**config.mk**
```make
export PLATFORM = sky130hd
export DESIGN_NAME = uart_rx_deframer
export DESIGN_NICKNAME = d
export VERILOG_FILES = /design/src/rtl/uart_pkg.sv /design/src/rtl/uart_rx_deframer.sv
export SDC_FILE = /design/constraint.sdc
export NUM_CORES = 1
export LEC_CHECK = 0
export BUFFER_PORTS_ARGS = -buffer_cell sky130_fd_sc_hd__buf_2
export CORE_UTILIZATION = 42
export CTS_CLUSTER_DIAMETER = 40
export DETAILED_ROUTE_END_ITERATION = 6
export HOLD_SLACK_MARGIN = 0.05
export SYNTH_ARGS = -nofsm -noshare
export SYNTH_HDL_FRONTEND = slang
export SYNTH_SLANG_ARGS = --single-unit
export TNS_END_PERCENT = 5
```
**constraint.sdc**
```tcl
create_clock -name clk -period 2.96 [get_ports clk]
set_input_delay 0.296 -clock clk [delete_from_list [all_inputs] [get_ports clk]]
set_output_delay 0.296 -clock clk [all_outputs]
set_load 0.005 [all_outputs]
```
**src/rtl/uart_pkg.sv**
```systemverilog
// Shared types and helpers for the UART receive deframer.
// The optional UART_RX_BREAK_DETECT_EN build adds the BREAK_WAIT state.
package uart_pkg;

    localparam int OVERSAMPLE_DEFAULT = 16;
    localparam int MID_BIT = OVERSAMPLE_DEFAULT / 2;

    typedef enum logic [2:0] {
        RX_IDLE,
        RX_START,
        RX_DATA,
        RX_PARITY,
        RX_STOP
`ifdef UART_RX_BREAK_DETECT_EN
        ,
        RX_BREAK_WAIT
`endif
    } rx_state_e;

    function automatic int mid_bit(input int os);
        return os / 2;
    endfunction

    function automatic logic parity_calc(
        input logic [8:0] data,
        input logic       odd
    );
        return (^data) ^ odd;
    endfunction

endpackage

```
**src/rtl/uart_rx_deframer.sv**
```systemverilog
// UART receive deframer: start validation, mid-bit sampling, handshake, status.
// Define UART_RX_BREAK_DETECT_EN to enable break detection (break_det, BREAK_WAIT).
module uart_rx_deframer
    import uart_pkg::*;
#(
    parameter int DATA_BITS  = 8,
    parameter int OVERSAMPLE = OVERSAMPLE_DEFAULT
) (
    input  logic                 clk,
    input  logic                 rst_n,
    input  logic                 tick_16x,
    input  logic                 rx_filtered,
    input  logic                 falling_edge,
    input  logic                 parity_en,
    input  logic                 parity_odd,
    input  logic                 rx_ready,
    output logic [DATA_BITS-1:0] rx_data,
    output logic                 rx_valid,
    output logic                 frame_err,
    output logic                 parity_err,
    output logic                 overrun_err,
    output logic                 rx_busy,
    output logic                 break_det
);

    localparam int MID = mid_bit(OVERSAMPLE);
    localparam int TW  = $clog2(OVERSAMPLE);
    localparam int BW  = (DATA_BITS > 1) ? $clog2(DATA_BITS) : 1;

    rx_state_e state_q, state_d;
    logic [TW-1:0]        tick_cnt_q, tick_cnt_d;
    logic [BW-1:0]        bit_cnt_q, bit_cnt_d;
    logic [DATA_BITS-1:0] shift_q, shift_d;
    logic [DATA_BITS-1:0] rx_data_q, rx_data_d;
    logic                 par_en_q, par_en_d;
    logic                 par_odd_q, par_odd_d;
    logic                 par_err_q, par_err_d;
    logic                 rx_valid_q, rx_valid_d;
    logic                 frame_err_q, frame_err_d;
    logic                 parity_err_q, parity_err_d;
    logic                 overrun_q, overrun_d;
    logic                 done;
    logic [8:0]           data_ext;
`ifdef UART_RX_BREAK_DETECT_EN
    logic                 par_bit_q, par_bit_d;
    logic                 brk_q, brk_d;
`endif

    always_comb begin
        state_d      = state_q;
        tick_cnt_d   = tick_cnt_q;
        bit_cnt_d    = bit_cnt_q;
        shift_d      = shift_q;
        rx_data_d    = rx_data_q;
        par_en_d     = par_en_q;
        par_odd_d    = par_odd_q;
        par_err_d    = par_err_q;
        rx_valid_d   = rx_valid_q;
        frame_err_d  = 1'b0;
        parity_err_d = 1'b0;
        overrun_d    = 1'b0;
        done         = 1'b0;
        data_ext     = '0;
        data_ext[DATA_BITS-1:0] = shift_q;
`ifdef UART_RX_BREAK_DETECT_EN
        par_bit_d    = par_bit_q;
        brk_d        = 1'b0;
`endif

        if (rx_valid_q && rx_ready) begin
            rx_valid_d = 1'b0;
        end

        unique case (state_q)
            RX_IDLE: begin
                if (falling_edge) begin
                    state_d    = RX_START;
                    tick_cnt_d = '0;
                    bit_cnt_d  = '0;
                    par_en_d   = parity_en;
                    par_odd_d  = parity_odd;
                    par_err_d  = 1'b0;
                end
            end
            RX_START: begin
                if (tick_16x) begin
                    if (tick_cnt_q == TW'(MID - 1)) begin
                        tick_cnt_d = '0;
                        state_d    = rx_filtered ? RX_IDLE : RX_DATA;
                    end else begin
                        tick_cnt_d = tick_cnt_q + TW'(1);
                    end
                end
            end
            RX_DATA: begin
                if (tick_16x) begin
                    if (tick_cnt_q == TW'(OVERSAMPLE - 1)) begin
                        tick_cnt_d = '0;
                        shift_d    = {rx_filtered, shift_q[DATA_BITS-1:1]};
                        if (bit_cnt_q == BW'(DATA_BITS - 1)) begin
                            bit_cnt_d = '0;
                            state_d   = par_en_q ? RX_PARITY : RX_STOP;
                        end else begin
                            bit_cnt_d = bit_cnt_q + BW'(1);
                        end
                    end else begin
                        tick_cnt_d = tick_cnt_q + TW'(1);
                    end
                end
            end
            RX_PARITY: begin
                if (tick_16x) begin
                    if (tick_cnt_q == TW'(OVERSAMPLE - 1)) begin
                        tick_cnt_d = '0;
                        par_err_d  = rx_filtered != parity_calc(data_ext, par_odd_q);
`ifdef UART_RX_BREAK_DETECT_EN
                        par_bit_d  = rx_filtered;
`endif
                        state_d    = RX_STOP;
                    end else begin
                        tick_cnt_d = tick_cnt_q + TW'(1);
                    end
                end
            end
            RX_STOP: begin
                if (tick_16x) begin
                    if (tick_cnt_q == TW'(OVERSAMPLE - 1)) begin
                        tick_cnt_d = '0;
                        state_d    = RX_IDLE;
`ifdef UART_RX_BREAK_DETECT_EN
                        // All-zero frame including stop: line held in break
                        if (!rx_filtered && shift_q == '0 &&
                            !(par_en_q && par_bit_q)) begin
                            brk_d       = 1'b1;
                            frame_err_d = 1'b1;
                            state_d     = RX_BREAK_WAIT;
                        end else begin
                            done = 1'b1;
                        end
`else
                        done = 1'b1;
`endif
                    end else begin
                        tick_cnt_d = tick_cnt_q + TW'(1);
                    end
                end
            end
`ifdef UART_RX_BREAK_DETECT_EN
            RX_BREAK_WAIT: begin
                if (tick_16x && rx_filtered) begin
                    state_d = RX_IDLE;
                end
            end
`endif
            default: state_d = RX_IDLE;
        endcase

        if (done) begin
            rx_data_d    = shift_q;
            rx_valid_d   = 1'b1;
            frame_err_d  = !rx_filtered;
            parity_err_d = par_err_q;
            overrun_d    = rx_valid_q && !rx_ready;
        end
    end

    always_ff @(posedge clk or negedge rst_n) begin
        if (!rst_n) begin
            state_q      <= RX_IDLE;
            tick_cnt_q   <= '0;
            bit_cnt_q    <= '0;
            shift_q      <= '0;
            rx_data_q    <= '0;
            par_en_q     <= 1'b0;
            par_odd_q    <= 1'b0;
            par_err_q    <= 1'b0;
            rx_valid_q   <= 1'b0;
            frame_err_q  <= 1'b0;
            parity_err_q <= 1'b0;
            overrun_q    <= 1'b0;
`ifdef UART_RX_BREAK_DETECT_EN
            par_bit_q    <= 1'b0;
            brk_q        <= 1'b0;
`endif
        end else begin
            state_q      <= state_d;
            tick_cnt_q   <= tick_cnt_d;
            bit_cnt_q    <= bit_cnt_d;
            shift_q      <= shift_d;
            rx_data_q    <= rx_data_d;
            par_en_q     <= par_en_d;
            par_odd_q    <= par_odd_d;
            par_err_q    <= par_err_d;
            rx_valid_q   <= rx_valid_d;
            frame_err_q  <= frame_err_d;
            parity_err_q <= parity_err_d;
            overrun_q    <= overrun_d;
`ifdef UART_RX_BREAK_DETECT_EN
            par_bit_q    <= par_bit_d;
            brk_q        <= brk_d;
`endif
        end
    end

    assign rx_data     = rx_data_q;
    assign rx_valid    = rx_valid_q;
    assign frame_err   = frame_err_q;
    assign parity_err  = parity_err_q;
    assign overrun_err = overrun_q;
    assign rx_busy     = state_q != RX_IDLE;
`ifdef UART_RX_BREAK_DETECT_EN
    assign break_det   = brk_q;
`else
    assign break_det   = 1'b0;
`endif

endmodule
```
==> results of run 1 <==
placed cells by master (no fill, tap or decap), types with 2 or more instances in the layout:
master and n:
dfrtp_1 33, buf_2 20, mux2_2 12, nand2_1 11, o21ai_0 10, nor2_1 8
clkbuf_8 7, mux2_4 6, xnor2_1 6, nand2b_1 4, inv_1 4, nand3_1 3
o31ai_1 3, a22oi_1 3, ha_1 3, or3_1 2, nor2b_1 2, a211oi_1 2
final cells by class:
| type | count | area, µm² | share of cell area (%) |
|---|---|---|---|
| inverters | 4 | 15.0 | 0.795 |
| flip-flops and latches | 33 | 826 | 43.7 |
| multi-input cells | 101 | 787 | 41.7 |
| clock inverters | 1 | 5.00 | 0.265 |
| clock buffers | 7 | 96.3 | 5.10 |
| well taps | 48 | 60.1 | 3.18 |
| repair buffers | 20 | 100 | 5.30 |
metal layers:
| metal | track usage [%] | wire length, µm | share of wire, % | vias to the layer above |
|---|---|---|---|---|
| met5 | 0 | 0 | 0 | - |
| met4 | 8.15 | 49 | 1.6 | 0 |
| met3 | 4.75 | 109 | 3.6 | 5 |
| met2 | 24.9 | 1390 | 46 | 23 |
| met1 | 21.8 | 1470 | 49 | 564 |
| li1 | - | - | - | 556 |
path summary, 6_finish.rpt:
| path | startpoint | to |
|---|---|---|
| setup / recovery | tick_cnt_q[0] | shift_q[5] |
| hold / removal | rst_n | tick_cnt_q[1] |
| setup reg to reg | tick_cnt_q[0] | shift_q[5] |
| hold reg to reg | par_err_q | par_err_q |
| max in group asynchronous | rst_n | rx_valid |
| min in group clk | rx_filtered | frame_err |
where the power goes:
part / total (µW) / switching (µW) / internal (µW)
Clock: 362 / 152 / 210
Combinational: 367 / 201 / 166
Sequential: 601 / 97.6 / 503
sequential cells by signal, indices dropped and copies added (netlist names):
signal       count
rx_data          8
shift_q          8
tick_cnt_q       4
bit_cnt_q        3
state_q          3
frame_err        1
overrun_err      1
par_en_q         1
par_err_q        1
par_odd_q        1
parity_err       1
rx_valid         1
worst register-to-register path, cell delays in order (launching register included):
cell     delay, ns
dfrtp_1       0.39
ha_1          0.30
nand4_2       0.24
nor3_2        0.30
nand2_1       0.30
mux2_2        0.36
cell families after synthesis:
kind of cell,count (synthesis)
AND/OR/NAND/NOR,41
XOR/XNOR,8
buffers and inverters,11
adder cells (fa/ha/maj),3
multiplexers,18
other,1
flip-flops,33
AO/OA/AOI/OAI,30
stage by stage:
stage / power, µW / util (%)
after floorplan: 889 / -
after global placement: 969 / 47.8
after detailed placement: 974 / 47.8
after CTS: 1340 / 50.5
after global routing: 1420 / 50.5
final: 1330 / 50.5
==> impl_metrics.csv, run 1 <==
group,metric,value,unit
outcome,status,"complete, no violations",
setup_path,critPathBufInv,0,
finish,drive_gt1_share,30.7,%
synth,synth_compound_area_share,12.6,%
clocking,postCtsSetupRepairBufs,0,
synth,synth_xor_xnor_area_share,5.01,%
timing,relSlewSlack,51.5,%
placement,place.gp.congestion,0.893,
synth,postSynthCellCount,145,
route,wire_per_inst,14.1,µm
setup_path,worst-path-max-fanout,8,
timing,grt_setup_unrepaired,"false",
synth,yosysTopAreaCellShare,49.4,%
finish,area_growth,13.0,%
setup_path,crit_cells,5,
clocking,cts_buffer_depth,2,
route,wl,3020,µm
route,viasPerCell,5.36,
timing,finalMaxSlewViolations,0,
global_routing,antenna_found_initial,0,
synth,synthFlopType,"dfrtp_1",
clocking,cts_resized,0,
synth,synth_common_cells,"33 x dfrtp_1, 12 x mux2_2, 11 x nand2_1",
die,chipHeight,65.1,µm
timing,fin_crit_sh,68.0,%
timing,tightest_slew,0.717,ns
synth,synth-edff-count,0,
setup_path,cp.required,3.12,ns
placement,dp_hpwl,2160,µm
timing,finalSetupViolations,0,
setup_path,crit_slowest_cell,"dfrtp_1",
clocking,ctsRootBufferMaster,"clkbuf_8",
synth,synthSimpleGateAreaFrac,13.5,%
clocking,cts_buffers,5,
timing,fmax,0.497,GHz
route,remaining_drc_errors,0,
timing,fin_tns_setup,0,ns
synth,synth.area.mux_share,13.5,%
finish,finalNonFillerCells,214,
route,vias,1148,
placement,io_buffer_count,20,
job,maxCapViolCount,0,
timing,final-hold-violation-count,0,
synth,synth_nets,156,
setup_path,path_class,"reg -> reg",
setup_path,critPathLaunchType,"flop",
synth,ys_warn_count,0,
clocking,clk_pin_slew,0.06,ns
finish,fill_cells,353,
global_routing,overflow,0,
setup_path,cp-end-kind,"flop",
synth,synthArstFlopShare,100,%
pwr,p_leak,0.000927,µW
synth,synth.avg_cell_area,11.5,µm²
pwr,vdd_drop_max,318,µV
setup_path,r2r.worst_path.cells,5,
route,drt_first_iter_violations,23,
timing,timing.final.ws_setup,0.948,ns
finish,diodes,0,
setup_path,max_stage_delay,0.39,ns
setup_path,r2r_setup_slack,0.95,ns
synth,yosysTopAreaCell,"dfrtp_1",
synth,synthAdderAreaFrac,2.25,%
finish,fin_nets,176,
synth,ys_types,46,
global_routing,grt_usage,16.6,%
clocking,clock_sinks,33,
setup_path,path_delay_family,"simple AND/OR/NAND/NOR gates",
timing,period_minus_slack,2.01,ns
placement,dp_cells,206,
timing,clock_skew,0.00562,ns
placement,place_area,1790,µm²
clocking,tritoncts,"built",
placement,preCtsSetupSlack,0.961,ns
die,die_area,4240,µm²
die,num_io_pins,22,
synth,synth.top_cells.by_area,"dfrtp_1 49%, mux2_2 8.1%, mux2_4 5.4%",
finish,final_cell_area,1890,µm²
global_routing,grt_pass1_vias,1103,
die,num_rows,22,
worst_hold_path,hold_path.class,"in -> async",
global_routing,grt_max_degree,34,
route,drtPass1Iterations,4,
setup_path,cp.arrival,2.17,ns
pwr,pwr_density_cell,704,nW/µm²
global_routing,grt_pass1_wl,5190,µm
synth,synth-seq-cells,33,
clocking,insertion_delay,0.28,ns
clocking,h-tree-depth,2,
die,core,3740,µm²
setup_path,crit_path_cell_trace,"ha_1, nand4_2, nor3_2, nand2_1, mux2_2",
die,initial_core_util,44.7,%
synth,synth_most_common_cell,"dfrtp_1",
die,fp.dieW,65.1,µm
route,ant_nets,0,
synth,syn-cell-area,1670,µm²
synth,ys_seq_area_share,49.4,%
synth,synth_top_family_by_area,"simple AND/OR/NAND/NOR gates",
clocking,postCtsHoldBufs,0,
timing,hold-worst-slack,0.0627,ns
Note: power is estimated with default switching activity, not from simulation.
==> run 2, diff against run 1 <==
==> constraint.sdc (replaced) <==
create_clock -name clk -period 1.62 [get_ports clk]
set_input_delay 0.162 -clock clk [delete_from_list [all_inputs] [get_ports clk]]
set_output_delay 0.162 -clock clk [all_outputs]
set_load 0.005 [all_outputs]
==> impl_metrics.csv, run 2 (synthesis gave the netlist of run 1 again) <==
group,metric,value,unit
outcome,status,"finished with violations",
outcome,violations,"setup timing",
die,die_area,4240,µm²
timing,timing.final.ws_setup,-0.0598,ns
die,core,3740,µm²
setup_path,worst-path-max-fanout,7,
die,initial_core_util,44.7,%
pwr,vdd_drop_max,644,µV
timing,clock_skew,0.0105,ns
setup_path,r2r-end,"rx_data[7]",
clocking,h-tree-depth,2,
global_routing,grt_usage,18.8,%
setup_path,cp.required,1.46,ns
timing,relSlewSlack,50.9,%
finish,mostFrequentLayoutCells,"32 x dfrtp_1, 20 x buf_2, 18 x buf_4",
die,fp.dieW,65.1,µm
setup_path,r2r_setup_slack,-0.05,ns
die,num_rows,22,
global_routing,grt_max_degree,34,
global_routing,grt_pass1_wl,5930,µm
global_routing,antenna_found_initial,0,
placement,place.gp.congestion,0.772,
placement,place_area,1930,µm²
worst_hold_path,worstHoldPathCells,2,
finish,fin_nets,199,
route,ant_nets,0,
clocking,insertion_delay,0.29,ns
pwr,clkPwrFrac,21.3,%
timing,final-hold-violation-count,0,
pwr,comb_power_share,43.1,%
setup_path,cp.arrival,1.52,ns
timing,fin_crit_sh,104,%
timing,grt_setup_unrepaired,"true",
timing,tightest_slew,0.737,ns
finish,area_growth,28.1,%
clocking,cts_buffer_depth,2,
clocking,clk_pin_slew,0.08,ns
setup_path,path_class,"reg -> out",
timing,finalSetupViolations,10,
timing,finalMaxSlewViolations,0,
setup_path,cp-end-kind,"primary output",
global_routing,grt_pass1_vias,1245,
finish,drive_gt1_share,45.0,%
pwr,fin_total_pwr,2870,µW
placement,dp_hpwl,2410,µm
setup_path,crit_top_cell,"buf_4",
die,num_io_pins,22,
timing,period_minus_slack,1.68,ns
pwr,p_switching,1020,µW
timing,fmax,0.595,GHz
worst_hold_path,hold_path.class,"in -> reg",
route,remaining_drc_errors,0,
clocking,ctsRootBufferMaster,"clkbuf_8",
clocking,tritoncts,"built",
setup_path,max_stage_delay,0.40,ns
clocking,cts_buffers,5,
finish,final_cell_area,2140,µm²
worst_hold_path,hold_end,"frame_err",
worst_hold_path,min_from,"rx_filtered",
clocking,clock_sinks,33,
route,viasPerCell,5.30,
pwr,p_leak,0.00107,µW
route,vias,1257,
finish,final_common_cell,"dfrtp_1",
setup_path,path_delay_family,"buffers and inverters",
pwr,p_sw_share,35.6,%
route,wire_per_inst,14.5,µm
job,maxCapViolCount,0,
finish,utilization,57.2,%
die,chipHeight,65.1,µm
timing,hold-worst-slack,0.100,ns
global_routing,overflow,0,
setup_path,reg2reg_from,"state_q[0]",
pwr,p_seq_share,35.6,%
setup_path,r2r.worst_path.cells,4,
setup_path,critPathBufInv,3,
placement,io_buffer_count,20,
setup_path,critPathLaunchType,"flop",
route,drtPass1Iterations,4,
route,drt_first_iter_violations,55,
finish,diodes,0,
setup_path,crit_path_cell_trace,"buf_4, or3_4, buf_4, buf_2",
setup_path,crit_slowest_cell,"dfrtp_1",
pwr,internal_power,1850,µW
route,wl,3440,µm
pwr,pwr_density_cell,1340,nW/µm²
[run 2: power by group through the flow]
stage / combinational, µW / sequential (µW) / clock (µW)
after floorplan: 630 / 997 / 0
after global placement: 972 / 1040 / 0
after detailed placement: 983 / 1040 / 0
after CTS: 1110 / 1010 / 638
after global routing: 1350 / 1030 / 671
final: 1230 / 1020 / 612
[run 2: final cells by class]
class                           instances  area (µm²)
Fill cell                             341        1600
Multi-Input combinational cell        102         873
Clock inverter                          3        17.5
Tap cell                               48        60.1
Inverter                                4        15.0
Timing Repair Buffer                   42         279
Clock buffer                            5        68.8
Sequential cell                        33         827
[run 2: timing repair]
| item | CTS | global route |
|---|---|---|
| pin swaps | 3 | 2 |
| buffers inserted | 3 | 0 |
| resized for setup | 6 | 14 |
| endpoints found under the setup margin | 6 | 23 |
| hold buffers | 1 | 0 |
| hold endpoints to repair | 33 | 0 |
| gates cloned | 1 | 0 |
[run 2: metal layers]
layer  global-route usage, %  wire length [µm]
met1                    25.3              1690
met2                    28.9              1560
met3                    5.28               133
met4                    6.52                56
met5                       0                 0
[run 2: worst max path at each step]
| stage | startpoint | slack (ns) | cells after the start | endpoint |
|---|---|---|---|---|
| final | state_q[0] | -0.06 | 4 | rx_busy |
| after floorplan | tick_cnt_q[0] | -0.006 | 5 | rx_data[0] |
| after global placement | state_q[1] | 0.02 | 3 | rx_data[7] |
| after global routing | state_q[0] | -0.08 | 4 | rx_busy |
| after CTS | state_q[1] | -0.07 | 4 | rx_busy |
| after detailed placement | bit_cnt_q[1] | -0.03 | 6 | state_q[1] |
[run 2: worst reg2reg max path, cell delays in order (launching register included)]
cell	delay (ns)
dfrtp_1	0.40
buf_4	0.16
or3b_4	0.40
or2_4	0.29
mux2_4	0.30
[run 2: through the flow]
stage / cells / setup TNS, ns / setup WS [ns]
after CTS: 237 / -0.484 / -0.0652
after floorplan: 145 / -0.0351 / -0.00585
after global routing: 237 / -0.842 / -0.0819
final: 237 / -0.384 / -0.0598
after detailed placement: 224 / -0.0499 / -0.0261
after global placement: 224 / 0 / 0.0201
==> run 3, diff against run 2 <==
--- a/config.mk
+++ b/config.mk
@@ -13,4 +13,3 @@
 export SYNTH_ARGS = -nofsm -noshare
 export SYNTH_HDL_FRONTEND = slang
 export SYNTH_SLANG_ARGS = --single-unit
-export TNS_END_PERCENT = 5
==> impl_metrics.csv, run 3 (synthesis gave the netlist of run 1 again) <==
group,metric,value,unit
finish,final_cell_area,2140,µm²
finish,fill_cells,340,
outcome,violations,"setup timing",
setup_path,cp.required,1.46,ns
timing,finalMaxSlewViolations,0,
route,wl,3590,µm
global_routing,grt_pass1_vias,1208,
global_routing,grt_pass1_wl,5780,µm
finish,area_growth,28.2,%
setup_path,path_class,"reg -> out",
timing,timing.final.ws_setup,-0.0220,ns
pwr,p_seq_share,35.2,%
die,num_rows,22,
finish,multi_input_area,827,µm²
placement,dp_cells,227,
die,core,3740,µm²
route,remaining_drc_errors,0,
setup_path,cp.arrival,1.48,ns
pwr,p_switching,1030,µW
clocking,ctsRootBufferMaster,"clkbuf_8",
pwr,vdd_drop_max,984,µV
route,ant_nets,0,
die,num_io_pins,22,
finish,utilization,57.3,%
placement,place.gp.congestion,0.797,
finish,final_common_cell,"dfrtp_1",
die,initial_core_util,44.7,%
route,drtPass1Iterations,4,
finish,drive_gt1_share,43.8,%
die,fp.dieW,65.1,µm
pwr,p_leak,0.00107,µW
clocking,insertion_delay,0.29,ns
global_routing,overflow,0,
timing,grt_setup_unrepaired,"true",
setup_path,cp-end-kind,"primary output",
placement,place_area,1950,µm²
setup_path,critPathLaunchType,"flop",
outcome,status,"finished with violations",
global_routing,grt_usage,18.6,%
finish,mostFrequentLayoutCells,"31 x dfrtp_1, 22 x buf_4, 19 x buf_2",
timing,finalSetupViolations,2,
clocking,cts_buffers,5,
die,chipHeight,65.1,µm
timing,fin_crit_sh,101,%
global_routing,antenna_found_initial,0,
setup_path,reg2reg_from,"state_q[0]",
route,viasPerCell,5.20,
route,wire_per_inst,14.8,µm
placement,io_buffer_count,20,
pwr,clkPwrFrac,21.5,%
clocking,clk_pin_slew,0.07,ns
finish,finalNonFillerCells,242,
clocking,clock_sinks,33,
global_routing,grt_max_degree,34,
job,maxCapViolCount,0,
setup_path,cp-startpoint,"state_q[0]",
setup_path,max_stage_delay,0.43,ns
timing,fmax,0.609,GHz
setup_path,crit_slowest_cell,"dfrtp_2",
worst_hold_path,min_from,"rx_filtered",
pwr,comb_power_share,43.3,%
finish,fin_nets,204,
timing,period_minus_slack,1.64,ns
finish,regArea,828,µm²
clocking,cts_buffer_depth,2,
setup_path,worst-path-max-fanout,6,
pwr,pwr_density_cell,1360,nW/µm²
route,drt_first_iter_violations,42,
die,die_area,4240,µm²
setup_path,crit_top_cell,"buf_6",
clocking,tritoncts,"built",
setup_path,crit_path_cell_trace,"buf_6, or3_4, buf_6, buf_6",
clocking,h-tree-depth,2,
route,vias,1258,
placement,dp_hpwl,2450,µm
pwr,p_sw_share,35.2,%
finish,diodes,0,
pwr,internal_power,1890,µW
timing,clock_skew,0.00740,ns
timing,final-hold-violation-count,0,
worst_hold_path,hold_path.class,"in -> reg",
placement,preCtsSetupSlack,-0.0615,ns
[run 3: changes by cell type in the layout (fill, tap and decap cells not counted), sizes merged]
cell | before | now
buf | 41 | 46
[run 3: final timing paths]
kind	to	slack, ns	depth (start not counted)
max in group asynchronous	state_q[1]	0.87	3
min reg2reg	par_err_q	0.49	2
min	frame_err	0.09	2
min in group asynchronous	tick_cnt_q[2]	0.41	3
max reg2reg	state_q[0]	0	6
max	rx_busy	-0.02	4
[run 3: layout make-up]
type | count | share of cell area, %
Timing Repair Buffer | 47 | 15.2
Clock inverter | 3 | 0.817
Inverter | 4 | 0.701
Multi-Input combinational cell | 102 | 38.6
Sequential cell | 33 | 38.6
Tap cell | 48 | 2.80
Clock buffer | 5 | 3.21
[run 3: power groups by stage]
stage	logic (µW)	registers, µW	clock network (µW)
2_1_floorplan	631	997	0
3_3_place_gp	1020	1030	0
3_5_place_dp	1030	1040	0
4_1_cts	1130	1020	639
5_1_grt	1370	1040	680
6_report	1260	1030	629
[run 3: stage by stage]
step	total power (µW)	TNS [ns]	hold WS, ns
finish	2920	-0.0265	0.0931
global route	3100	-0.575	0.0966
CTS	2790	-0.0477	0.0913
detailed placement	2070	-0.0646	0.217
global placement	2050	0	0.215
floorplan	1630	0	-0.134
[run 3: critical path, delay by kind of cell, from the launching register on]
kind	cells	cell delay, ns
and+or+nand+nor	1	0.40
buffers and inverters	3	0.37
DFF	1	0.43
[run 3: timing repair]
action	CTS	global route
hold buffers	1	0
setup buffers	2	3
setup endpoints to repair	8	22
pin swaps	0	0
endpoints found under the hold margin	33	0
gates cloned	0	1
resized for setup	6	8
[run 3: metal layers]
layer	track usage [%]	vias up	part of all wire [%]
met5	0	-	0
met4	6.25	0	0.97
met3	6.51	4	3.4
met2	28.5	25	46
met1	24.3	608	49
li1	-	621	-
